### config.mk
export PLATFORM = sky130hd
export DESIGN_NAME = binary_adder_4bit
export DESIGN_NICKNAME = d
export VERILOG_FILES = /design/src/rtl/binary_adder_4bit_pkg.sv /design/src/rtl/binary_adder_4bit_full_adder.sv /design/src/rtl/binary_adder_4bit.sv
export SDC_FILE = /design/constraint.sdc
export NUM_CORES = 1
export LEC_CHECK = 0
export BUFFER_PORTS_ARGS = -buffer_cell sky130_fd_sc_hd__buf_4
export CAP_MARGIN = 5
export CELL_PAD_IN_SITES_DETAIL_PLACEMENT = 0
export CELL_PAD_IN_SITES_GLOBAL_PLACEMENT = 1
export CORE_AREA = 2 2 39 41
export DETAILED_ROUTE_END_ITERATION = 8
export DIE_AREA = 0 0 41 43
export GPL_TIMING_DRIVEN = 0
export PLACE_DENSITY = 0.73
export SLEW_MARGIN = 5
export SYNTH_ARGS = -nofsm -noshare
export SYNTH_HDL_FRONTEND = slang
export SYNTH_HIERARCHICAL = 1
export SYNTH_SLANG_ARGS = --single-unit
### constraint.sdc
create_clock -name clk -period 1.6 [get_ports clk]
set_clock_uncertainty 0.15 [all_clocks]
set_input_delay 0.4 -clock clk [delete_from_list [all_inputs] [get_ports clk]]
set_output_delay 0.4 -clock clk [all_outputs]
set_load 0.01 [all_outputs]
### src/rtl/binary_adder_4bit_pkg.sv
// Shared constants and result bundle for the ripple-carry adder.
// Integrators can use adder_result_t to carry {c_out, ovf, sum} around.
package binary_adder_4bit_pkg;

    localparam int ADDER_WIDTH = 4;

    typedef struct packed {
        logic                   c_out;
        logic                   ovf;
        logic [ADDER_WIDTH-1:0] sum;
    } adder_result_t;

endpackage

### src/rtl/binary_adder_4bit_full_adder.sv
// Single-bit full adder cell; one link of the ripple carry chain.
// Ports: a, b, ci in; s (sum bit), co (carry out) out.
module full_adder (
    input  logic a,
    input  logic b,
    input  logic ci,
    output logic s,
    output logic co
);

    logic p;

    assign p  = a ^ b;
    assign s  = p ^ ci;
    assign co = (a & b) | (ci & p);

endmodule

### src/rtl/binary_adder_4bit.sv
// Registered ripple-carry adder: {c_out,sum} = a + b + c_in, plus ovf.
// Ports: clk, rst_n, a, b, c_in, in_valid in; sum, c_out, ovf, out_valid out.
module binary_adder_4bit
    import binary_adder_4bit_pkg::*;
#(
    parameter int WIDTH = ADDER_WIDTH
) (
    input  logic             clk,
    input  logic             rst_n,
    input  logic [WIDTH-1:0] a,
    input  logic [WIDTH-1:0] b,
    input  logic             c_in,
    input  logic             in_valid,
    output logic [WIDTH-1:0] sum,
    output logic             c_out,
    output logic             ovf,
    output logic             out_valid
);

    logic [WIDTH:0]   c;
    logic [WIDTH-1:0] s;

    logic [WIDTH-1:0] sum_q, sum_d;
    logic             c_out_q, c_out_d;
    logic             ovf_q, ovf_d;
    logic             valid_q, valid_d;

    assign c[0] = c_in;

    for (genvar i = 0; i < WIDTH; i++) begin : g_chain
        full_adder u_fa (
            .a  (a[i]),
            .b  (b[i]),
            .ci (c[i]),
            .s  (s[i]),
            .co (c[i+1])
        );
    end

    // Hold the previous result when no operands arrive, so junk on
    // a/b/c_in outside a valid cycle never reaches the outputs.
    always_comb begin
        sum_d   = sum_q;
        c_out_d = c_out_q;
        ovf_d   = ovf_q;
        valid_d = 1'b0;
        if (in_valid) begin
            sum_d   = s;
            c_out_d = c[WIDTH];
            ovf_d   = c[WIDTH] ^ c[WIDTH-1];
            valid_d = 1'b1;
        end
    end

    always_ff @(posedge clk or negedge rst_n) begin
        if (!rst_n) begin
            sum_q   <= '0;
            c_out_q <= 1'b0;
            ovf_q   <= 1'b0;
            valid_q <= 1'b0;
        end else begin
            sum_q   <= sum_d;
            c_out_q <= c_out_d;
            ovf_q   <= ovf_d;
            valid_q <= valid_d;
        end
    end

    assign sum       = sum_q;
    assign c_out     = c_out_q;
    assign ovf       = ovf_q;
    assign out_valid = valid_q;

endmodule

# Word level (Yosys, flattened, before mapping)
# Index checks and enable logic that the tools add are counted.
[totals]
ff_bits = 7
in_bits = 12
output_inout_bits = 7
wordCells = 26
[classes]
n_mux = 1
n_bitwise = 21
[ops]
columns = ["operator", "count"]
rows = [
  ["bitwise XOR 1 bit", 9],
  ["bitwise AND 1 bit", 8],
  ["OR 1 bit", 4],
  ["two-way mux 1 bit", 1],
]

# Longest topological paths before layout
# Gate-level depths: netlist of the first run.
[logic_depth]
ltp_word = 10
depth_mapped = 6
mapped_depth_nobuf = 6

# By module
# The synthesis of the first run kept the hierarchy.
[modules_own_cells]
columns = ["mod", "instances", "cells_each", "area_each_um2", "seq_area_each_um2"]
rows = [
  ["binary_adder_4bit", 1, 16, 279.0, 175.2],
  ["full_adder", 4, 1, 20.0, 0.0],
]

# Worst setup path before layout of the first run
# OpenSTA, ideal clock, no wires.
[synth_timing]
path_kind = "input to register"
start = "input port a[0]"
end = "register sum_q[3] (netlist: sum[3])"
t_arrival_ps = 2296
slack_ps = -971
stages = 5
path_buffers = 0
path_cell_list = "fa_1 fa_1 fa_1 fa_1 mux2_4"
[synth_via]
elab_chain_cells = 8
word_cells_on_any_way = 9
[synth_lines]
columns = ["item", "line_no", "rtl"]
rows = [
  ["start, declared", "binary_adder_4bit.sv:10", "input logic [WIDTH-1:0] a,"],
  ["bitwise XOR 1 bit", "binary_adder_4bit_full_adder.sv:13", "assign p = a ^ b;"],
  ["bitwise AND 1 bit", "binary_adder_4bit_full_adder.sv:15", "assign co = (a & b) | (ci & p);"],
  ["OR 1 bit (*)", "binary_adder_4bit_full_adder.sv:15", ""],
  ["bitwise AND 1 bit (*)", "binary_adder_4bit_full_adder.sv:15", ""],
  ["OR 1 bit (*)", "binary_adder_4bit_full_adder.sv:15", ""],
  ["via c[2]", "binary_adder_4bit.sv:20", "logic [WIDTH:0] c;"],
  ["bitwise AND 1 bit (*)", "binary_adder_4bit_full_adder.sv:15", ""],
  ["OR 1 bit (*)", "binary_adder_4bit_full_adder.sv:15", ""],
  ["via c[3]", "binary_adder_4bit.sv:20", ""],
  ["bitwise XOR 1 bit (*)", "binary_adder_4bit_full_adder.sv:14", "assign s = p ^ ci;"],
  ["via s[3]", "binary_adder_4bit.sv:21", "logic [WIDTH-1:0] s;"],
  ["end signal, assigned", "binary_adder_4bit.sv:62", "sum_q <= sum_d;"],
  ["end, declared", "binary_adder_4bit.sv:23", "logic [WIDTH-1:0] sum_q, sum_d;"],
]
# The timed path passes the listed nets; every way through them passes the cells marked *.
# A chain may end at the register's enable or synchronous reset.

# Worst setup path after layout of the first run
[layout_timing]
start = "input port c_in"
end = "register sum_q[3] (netlist: sum[3])"
[layout_via]
elab_chain_cells = 7
[layout_lines]
columns = ["item", "line_no", "rtl"]
rows = [
  ["start, declared", "binary_adder_4bit.sv:12", "input logic c_in,"],
  ["bitwise AND 1 bit", "binary_adder_4bit_full_adder.sv:15", ""],
  ["OR 1 bit", "binary_adder_4bit_full_adder.sv:15", ""],
  ["via c[1]", "binary_adder_4bit.sv:20", ""],
  ["bitwise AND 1 bit", "binary_adder_4bit_full_adder.sv:15", ""],
  ["OR 1 bit", "binary_adder_4bit_full_adder.sv:15", ""],
  ["via c[2]", "binary_adder_4bit.sv:20", ""],
  ["bitwise AND 1 bit", "binary_adder_4bit_full_adder.sv:15", ""],
  ["OR 1 bit", "binary_adder_4bit_full_adder.sv:15", ""],
  ["via c[3]", "binary_adder_4bit.sv:20", ""],
  ["bitwise XOR 1 bit", "binary_adder_4bit_full_adder.sv:14", ""],
  ["via s[3]", "binary_adder_4bit.sv:21", ""],
]
# The timed path passes the listed nets, and every way through them passes these cells.

==> results of run 1 <==
## registers in the layout, summed over array words and instances (netlist names)
| register | cells |
|---|---|
| ovf | 1 |
| sum | 4 |
| out_valid | 1 |
| c_out | 1 |
## repair_timing
item,CTS,global route
hold buffers,1,0
setup endpoints to repair,5,4
pin swaps,4,0
setup buffers,1,0
resized for setup,1,1
endpoints found under the hold margin,7,0
## placed cells by master, fill, tap and decap left out
cell           instances
nor2_1                 1
a21oi_1                1
clkbuf_1               1
clkbuf_4               3
buf_6                  3
dfrtp_1                7
buf_4                 17
dlygate4sd3_1          1
xnor2_1                1
mux2_4                 5
fa_2                   4
## report_power, final
group	total [mW]	switching, mW	leakage, nW	internal (mW)
combinational	0.187	0.0669	0.176	0.120
sequential	0.229	0.0188	0.0813	0.210
clock	0.158	0.0627	0.0150	0.0950
total	0.573	0.148	0.273	0.425
## worst paths after layout
path	depth (start not counted)	slack (ps)	startpoint	to
setup / recovery	6	-670	c_in	sum[3]
hold / removal	1	130	in_valid	out_valid
setup reg to reg	1	680	c_out	c_out
hold reg to reg	1	370	sum[2]	sum[2]
max in group asynchronous	2	830	rst_n	sum[1]
min in group asynchronous	2	350	rst_n	out_valid
## final cells by class
class / count / area (um^2)
fillers: 143 / 808
multi-input cells: 12 / 183
flip-flops and latches: 7 / 175
repair buffers: 20 / 160
clock buffers: 4 / 26.3
well taps: 16 / 20.0
plain buffers: 1 / 11.3
## cell families after synthesis
kind of cell / Yosys count / synth area share [%]
fa+ha+maj: 4 / 22.3
mux: 5 / 20.9
buf+inv: 1 / 3.14
flops: 7 / 48.8
simple gates: 1 / 1.04
xor+xnor: 1 / 2.44
compound gates: 1 / 1.39
## worst max-delay path, cell delays in order
cell,delay (ps)
buf_6,90
fa_2,370
fa_2,350
fa_2,370
fa_2,410
mux2_4,260
## metal layers
metal | GRT usage [%] | wire length, um | vias up
met5 | 0 | 0 | -
met1 | 13.0 | 264 | 114
li1 | - | - | 113
met3 | 5.76 | 128 | 0
met2 | 15.9 | 351 | 19
met4 | 4.00 | 0 | 0
==> out/summary.txt, run 1 <==
======================================================================================
Cell Area, Synth ........................................................     359 um^2
Ports ...................................................................           19
Share of the core filled with cells .....................................        41.6%
Antenna violations before repair ........................................            0
Number of nets produced by synthesis ....................................           36
Maximum resistive drop on vdd ...........................................     0.458 mV
Final Hold Fails ........................................................            0
Post-Layout Inst Area ...................................................     576 um^2
Maximum number of pins on one net before global-route repair ............            8
Global-route congestion overflow total ..................................            0
Type of the worst setup path ............................................    in -> reg
Static power due to leakage .............................................     0.273 nW
Worst Setup Start Kind ..................................................   input port
Fmax ....................................................................      440 MHz
DRC violation total after the first TritonRoute iteration ...............            0
Total power after layout ................................................       573 uW
Synthesis Warnings ......................................................            6
Count of cell types in the netlist ......................................            7
Post-synthesis to final-layout area growth ..............................        60.3%
Overall die area ........................................................ 0.00176 mm^2
First-pass GRT wire length ..............................................      1.24 mm
Worst Slack Setup Final .................................................      -672 ps
Outcome ................................................................. complete, but fails checks
Endpoint required time on the critical path .............................      1580 ps
Placer's final routability congestion estimate ..........................        0.586
H-tree depth ............................................................            1
Path type of the worst min-delay path ...................................    in -> reg
Maximum fanout encountered on the critical timing path ..................            2
Max Cap Viol ............................................................            0
Number of vias after detailed routing ...................................          246
Non-filler cells, final .................................................           60
Most frequent cells after synthesis ..................................... dfrtp_1 (7), mux2_4 (5), fa_1 (4)
Share of final-layout standard cells stronger than drive strength 1 .....        72.7%
Total detailed-routing wirelength .......................................       744 um
Synth Instances .........................................................           20
Post-place instance area ................................................     524 um^2
Hold slack final ........................................................       127 ps
Endpoint arrival time on the critical path ..............................      2250 ps
Worst relative slew slack ...............................................        92.2%
Time the worst path needs with I/O delays and setup .....................      2270 ps
Port bufs ...............................................................           18
Post-Synthesis Mean Instance Area .......................................    18.0 um^2
Number of placed cells counting well taps ...............................           54
Mean routed wirelength per cell .........................................      12.4 um
DR pass1 iterations .....................................................            1
Number of pins exceeding their max-slew limit in the final report .......            0
Number of clock sinks ...................................................            7
Unrepaired setup endpoints after global routing .........................         true
Cell accounting for the most synthesized area ...........................      dfrtp_1
Pwr Density .............................................................  996 mW/mm^2
Source-to-sink clock delay at the later pin of the worst-skew pair ......       240 ps
TritonCTS clock tree ....................................................          yes
Proportion of synthesized chip area in sequential cells .................        48.8%
Final period util .......................................................         142%
Share of flip-flops with an asynchronous set or reset ...................         100%
Inserted Clock Buffers ..................................................            3
Count leader, synth .....................................................      dfrtp_1
Failing checks .......................................................... setup timing
Worst Setup End Kind ....................................................     register
Clock root buffer .......................................................     clkbuf_4
Placeable core region ................................................... 0.00138 mm^2
Leading post-synthesis cells by cell area ............................... dfrtp_1 (49%), fa_1 (22%), mux2_4 (21%), buf_6 (3.1%), xnor2_1 (2.4%)
Number of endpoints failing setup at the final stage ....................            4
Deepest clock path buffer count .........................................            2
Aggregate negative setup slack ..........................................     -2210 ps
DRC viols ...............................................................            0
Global Route Usage Sum ..................................................        10.9%
# rows ..................................................................           14
Number of synthesized flops with an enable pin ..........................            0
Count of inserted antenna diode cells ...................................            0
Vias per cell ...........................................................         4.10
Number of global-route vias before repair ...............................          306
Seq cells post-synth ....................................................            7
Remaining antenna violation count .......................................            0
Initial core utilization ................................................        25.9%
Least-Margin Pin Slew ...................................................       117 ps
Post-DP HPWL ............................................................       640 um
Die span in x ...........................................................        41 um
Worst Setup Slack post-DPL ..............................................     -1030 ps
Die Height ..............................................................        43 um
Main flop type after synthesis ..........................................      dfrtp_1
Post-layout nets ........................................................           61
Clock slew at the register clock pins of the worst setup and hold paths .        50 ps
Share of Yosys cell area claimed by the top area cell type ..............        48.8%
======================================================================================
Power figures use the tool's default switching activity.
==> run 2, diff against run 1 <==
CAP_MARGIN = not set   (was 5)
CELL_PAD_IN_SITES_DETAIL_PLACEMENT = not set   (was 0)
CELL_PAD_IN_SITES_GLOBAL_PLACEMENT = not set   (was 1)
PLACE_DENSITY = 0.62   (was 0.73)
==> run 2 against run 1 <==
Against the previous run:
- the flow still finishes with violations (setup timing)
- worst hold slack lost 5.4 ps
- cell area grew 0.65%
- highest routed layer is now met4
- utilization increased by 0.27 points
- critical path depth stayed put
- critical endpoint unchanged
==> out/summary.txt, run 2 (synthesis results as in run 1) <==
======================================================================================
Failing checks .......................................................... setup timing   unchanged
Overall die area ........................................................ 0.00176 mm^2   unchanged
Post-synthesis to final-layout area growth ..............................        61.3%   was 60.3%
Top cell family by delay on the critical path ...........................  adder cells   unchanged
Cell mode on critical path ..............................................         fa_2   unchanged
Post-layout nets ........................................................           62   was 61
Outcome ................................................................. complete, but fails checks   unchanged
Clock slew at the register clock pins of the worst setup and hold paths .        50 ps   about the same
Buffer and inverter count on the worst path .............................            1   unchanged
Number of global-route vias before repair ...............................          263   was 306
Type of the worst setup path ............................................    in -> reg   unchanged
Static power due to leakage .............................................     0.276 nW   was 0.273 nW
Placer's final routability congestion estimate ..........................        0.591   was 0.586
Worst Slack Setup Final .................................................      -668 ps   was -672 ps
# rows ..................................................................           14   unchanged
Maximum fanout encountered on the critical timing path ..................            2   unchanged
Commonest cells after routing, fill and taps aside ...................... buf_4 (19), dfrtp_1 (7), mux2_4 (5)   was buf_4 (17), dfrtp_1 (7), mux2_4 (5)
Final Hold Fails ........................................................            0   unchanged
Share of the core filled with cells .....................................        41.9%   was 41.6%
Fmax ....................................................................      441 MHz   was 440 MHz
DR pass1 iterations .....................................................            2   was 1
Crit path largest cell delay ............................................       410 ps   about the same
TritonCTS clock tree ....................................................          yes   unchanged
Maximum number of pins on one net before global-route repair ............            8   unchanged
Minimum setup slack among reg-to-reg paths ..............................       680 ps   about the same
Endpoint arrival time on the critical path ..............................      2250 ps   about the same
Mean routed wirelength per cell .........................................      11.8 um   was 12.4 um
DRC violation total after the first TritonRoute iteration ...............            1   was 0
Path type of the worst min-delay path ...................................    in -> reg   unchanged
Total of fill cells in the finished design ..............................          137   was 143
Worst Setup End Kind ....................................................     register   unchanged
Number of flip-flops in the largest register ............................            4   unchanged
Antenna violations before repair ........................................            0   unchanged
Worst relative slew slack ...............................................        92.4%   was 92.2%
Remaining antenna violation count .......................................            0   unchanged
Endpoint required time on the critical path .............................      1590 ps   was 1580 ps
Post-DP HPWL ............................................................       542 um   was 640 um
Worst Setup Start Kind ..................................................   input port   unchanged
Number of pins exceeding their max-slew limit in the final report .......            0   unchanged
Total detailed-routing wirelength .......................................       720 um   was 744 um
Source-to-sink clock delay at the later pin of the worst-skew pair ......       250 ps   was 240 ps
Inserted Clock Buffers ..................................................            3   unchanged
DRC viols ...............................................................            0   unchanged
H-tree depth ............................................................            1   unchanged
Unrepaired setup endpoints after global routing .........................         true   unchanged
Share of final-layout standard cells stronger than drive strength 1 .....        73.3%   was 72.7%
Global-route congestion overflow total ..................................            0   unchanged
Die span in x ...........................................................        41 um   unchanged
Time the worst path needs with I/O delays and setup .....................      2270 ps   about the same
Count of inserted antenna diode cells ...................................            0   unchanged
Cells along the critical path ........................................... buf_6, fa_2, fa_2, fa_2, fa_2, mux2_4   unchanged
First-pass GRT wire length ..............................................      1.10 mm   was 1.24 mm
Placeable core region ................................................... 0.00138 mm^2   unchanged
Deepest clock path buffer count .........................................            2   unchanged
Clock root buffer .......................................................     clkbuf_4   unchanged
Most common library cell in the layout ignoring fill and taps ...........        buf_4   unchanged
Port bufs ...............................................................           18   unchanged
Least-Margin Pin Slew ...................................................       114 ps   was 117 ps
Die Height ..............................................................        43 um   unchanged
Maximum resistive drop on vdd ...........................................     0.395 mV   was 0.458 mV
Number of clock sinks ...................................................            7   unchanged
Total power after layout ................................................       579 uW   was 573 uW
Pwr Density .............................................................  999 mW/mm^2   was 996 mW/mm^2
Vias per cell ...........................................................         4.10   about the same
Ports ...................................................................           19   unchanged
Number of endpoints failing setup at the final stage ....................            4   unchanged
Global Route Usage Sum ..................................................        10.3%   was 10.9%
Initial core utilization ................................................        25.9%   unchanged
Max Cap Viol ............................................................            0   unchanged
Worst-path cell with the longest stage delay ............................         fa_2   unchanged
Aggregate negative setup slack ..........................................     -2170 ps   was -2210 ps
Number of vias after detailed routing ...................................          250   was 246
Final period util .......................................................         142%   about the same
======================================================================================
[run 2: report_power, final]
part	switching [mW]	internal, mW
logic	0.0675	0.122
registers	0.0185	0.210
clock network	0.0653	0.0952
total	0.151	0.427
[run 2: metal layers]
metal / part of all wire, % / GRT usage (%) / vias to the layer above
met5: 0 / 0 / -
met4: 1.7 / 10.0 / 0
met3: 17 / 5.24 / 2
met2: 40 / 12.5 / 21
met1: 42 / 12.0 / 110
li1: - / - / 117
[run 2: worst paths after layout]
path,end,cells past startpoint,start
setup / recovery,sum[3],6,a[0]
hold / removal,out_valid,1,in_valid
setup reg to reg,sum[0],1,sum[0]
hold reg to reg,c_out,1,c_out
max in group asynchronous,c_out,2,rst_n
min in group asynchronous,sum[2],2,rst_n
[run 2: repair_timing]
action,4_1_cts,5_1_grt
setup buffers,1,1
endpoints found under the setup margin,5,4
resized for setup,1,0
endpoints found under the hold margin,7,0
hold buffers,1,0
pin swaps,3,0
[run 2: through the flow]
| step | setup WS (ps) | cells | hold slack, ps | instance area, um^2 |
|---|---|---|---|---|
| after floorplan | -856 | 20 | -45.6 | 369 |
| after detailed placement | -1040 | 54 | 69.8 | 524 |
| after global routing | -693 | 61 | 102 | 579 |
| after global placement | -1010 | 54 | 67.3 | 524 |
| after CTS | -658 | 60 | 113 | 572 |
| final | -668 | 61 | 121 | 579 |
[run 2: final cells by class]
class / count / area, um^2 / area share [%]
Clock buffer: 4 / 26.3 / 4.54
Tap cell: 16 / 20.0 / 3.46
Timing Repair Buffer: 21 / 164 / 28.3
Sequential cell: 7 / 175 / 30.2
Multi-Input combinational cell: 12 / 183 / 31.5
Buffer: 1 / 11.3 / 1.94
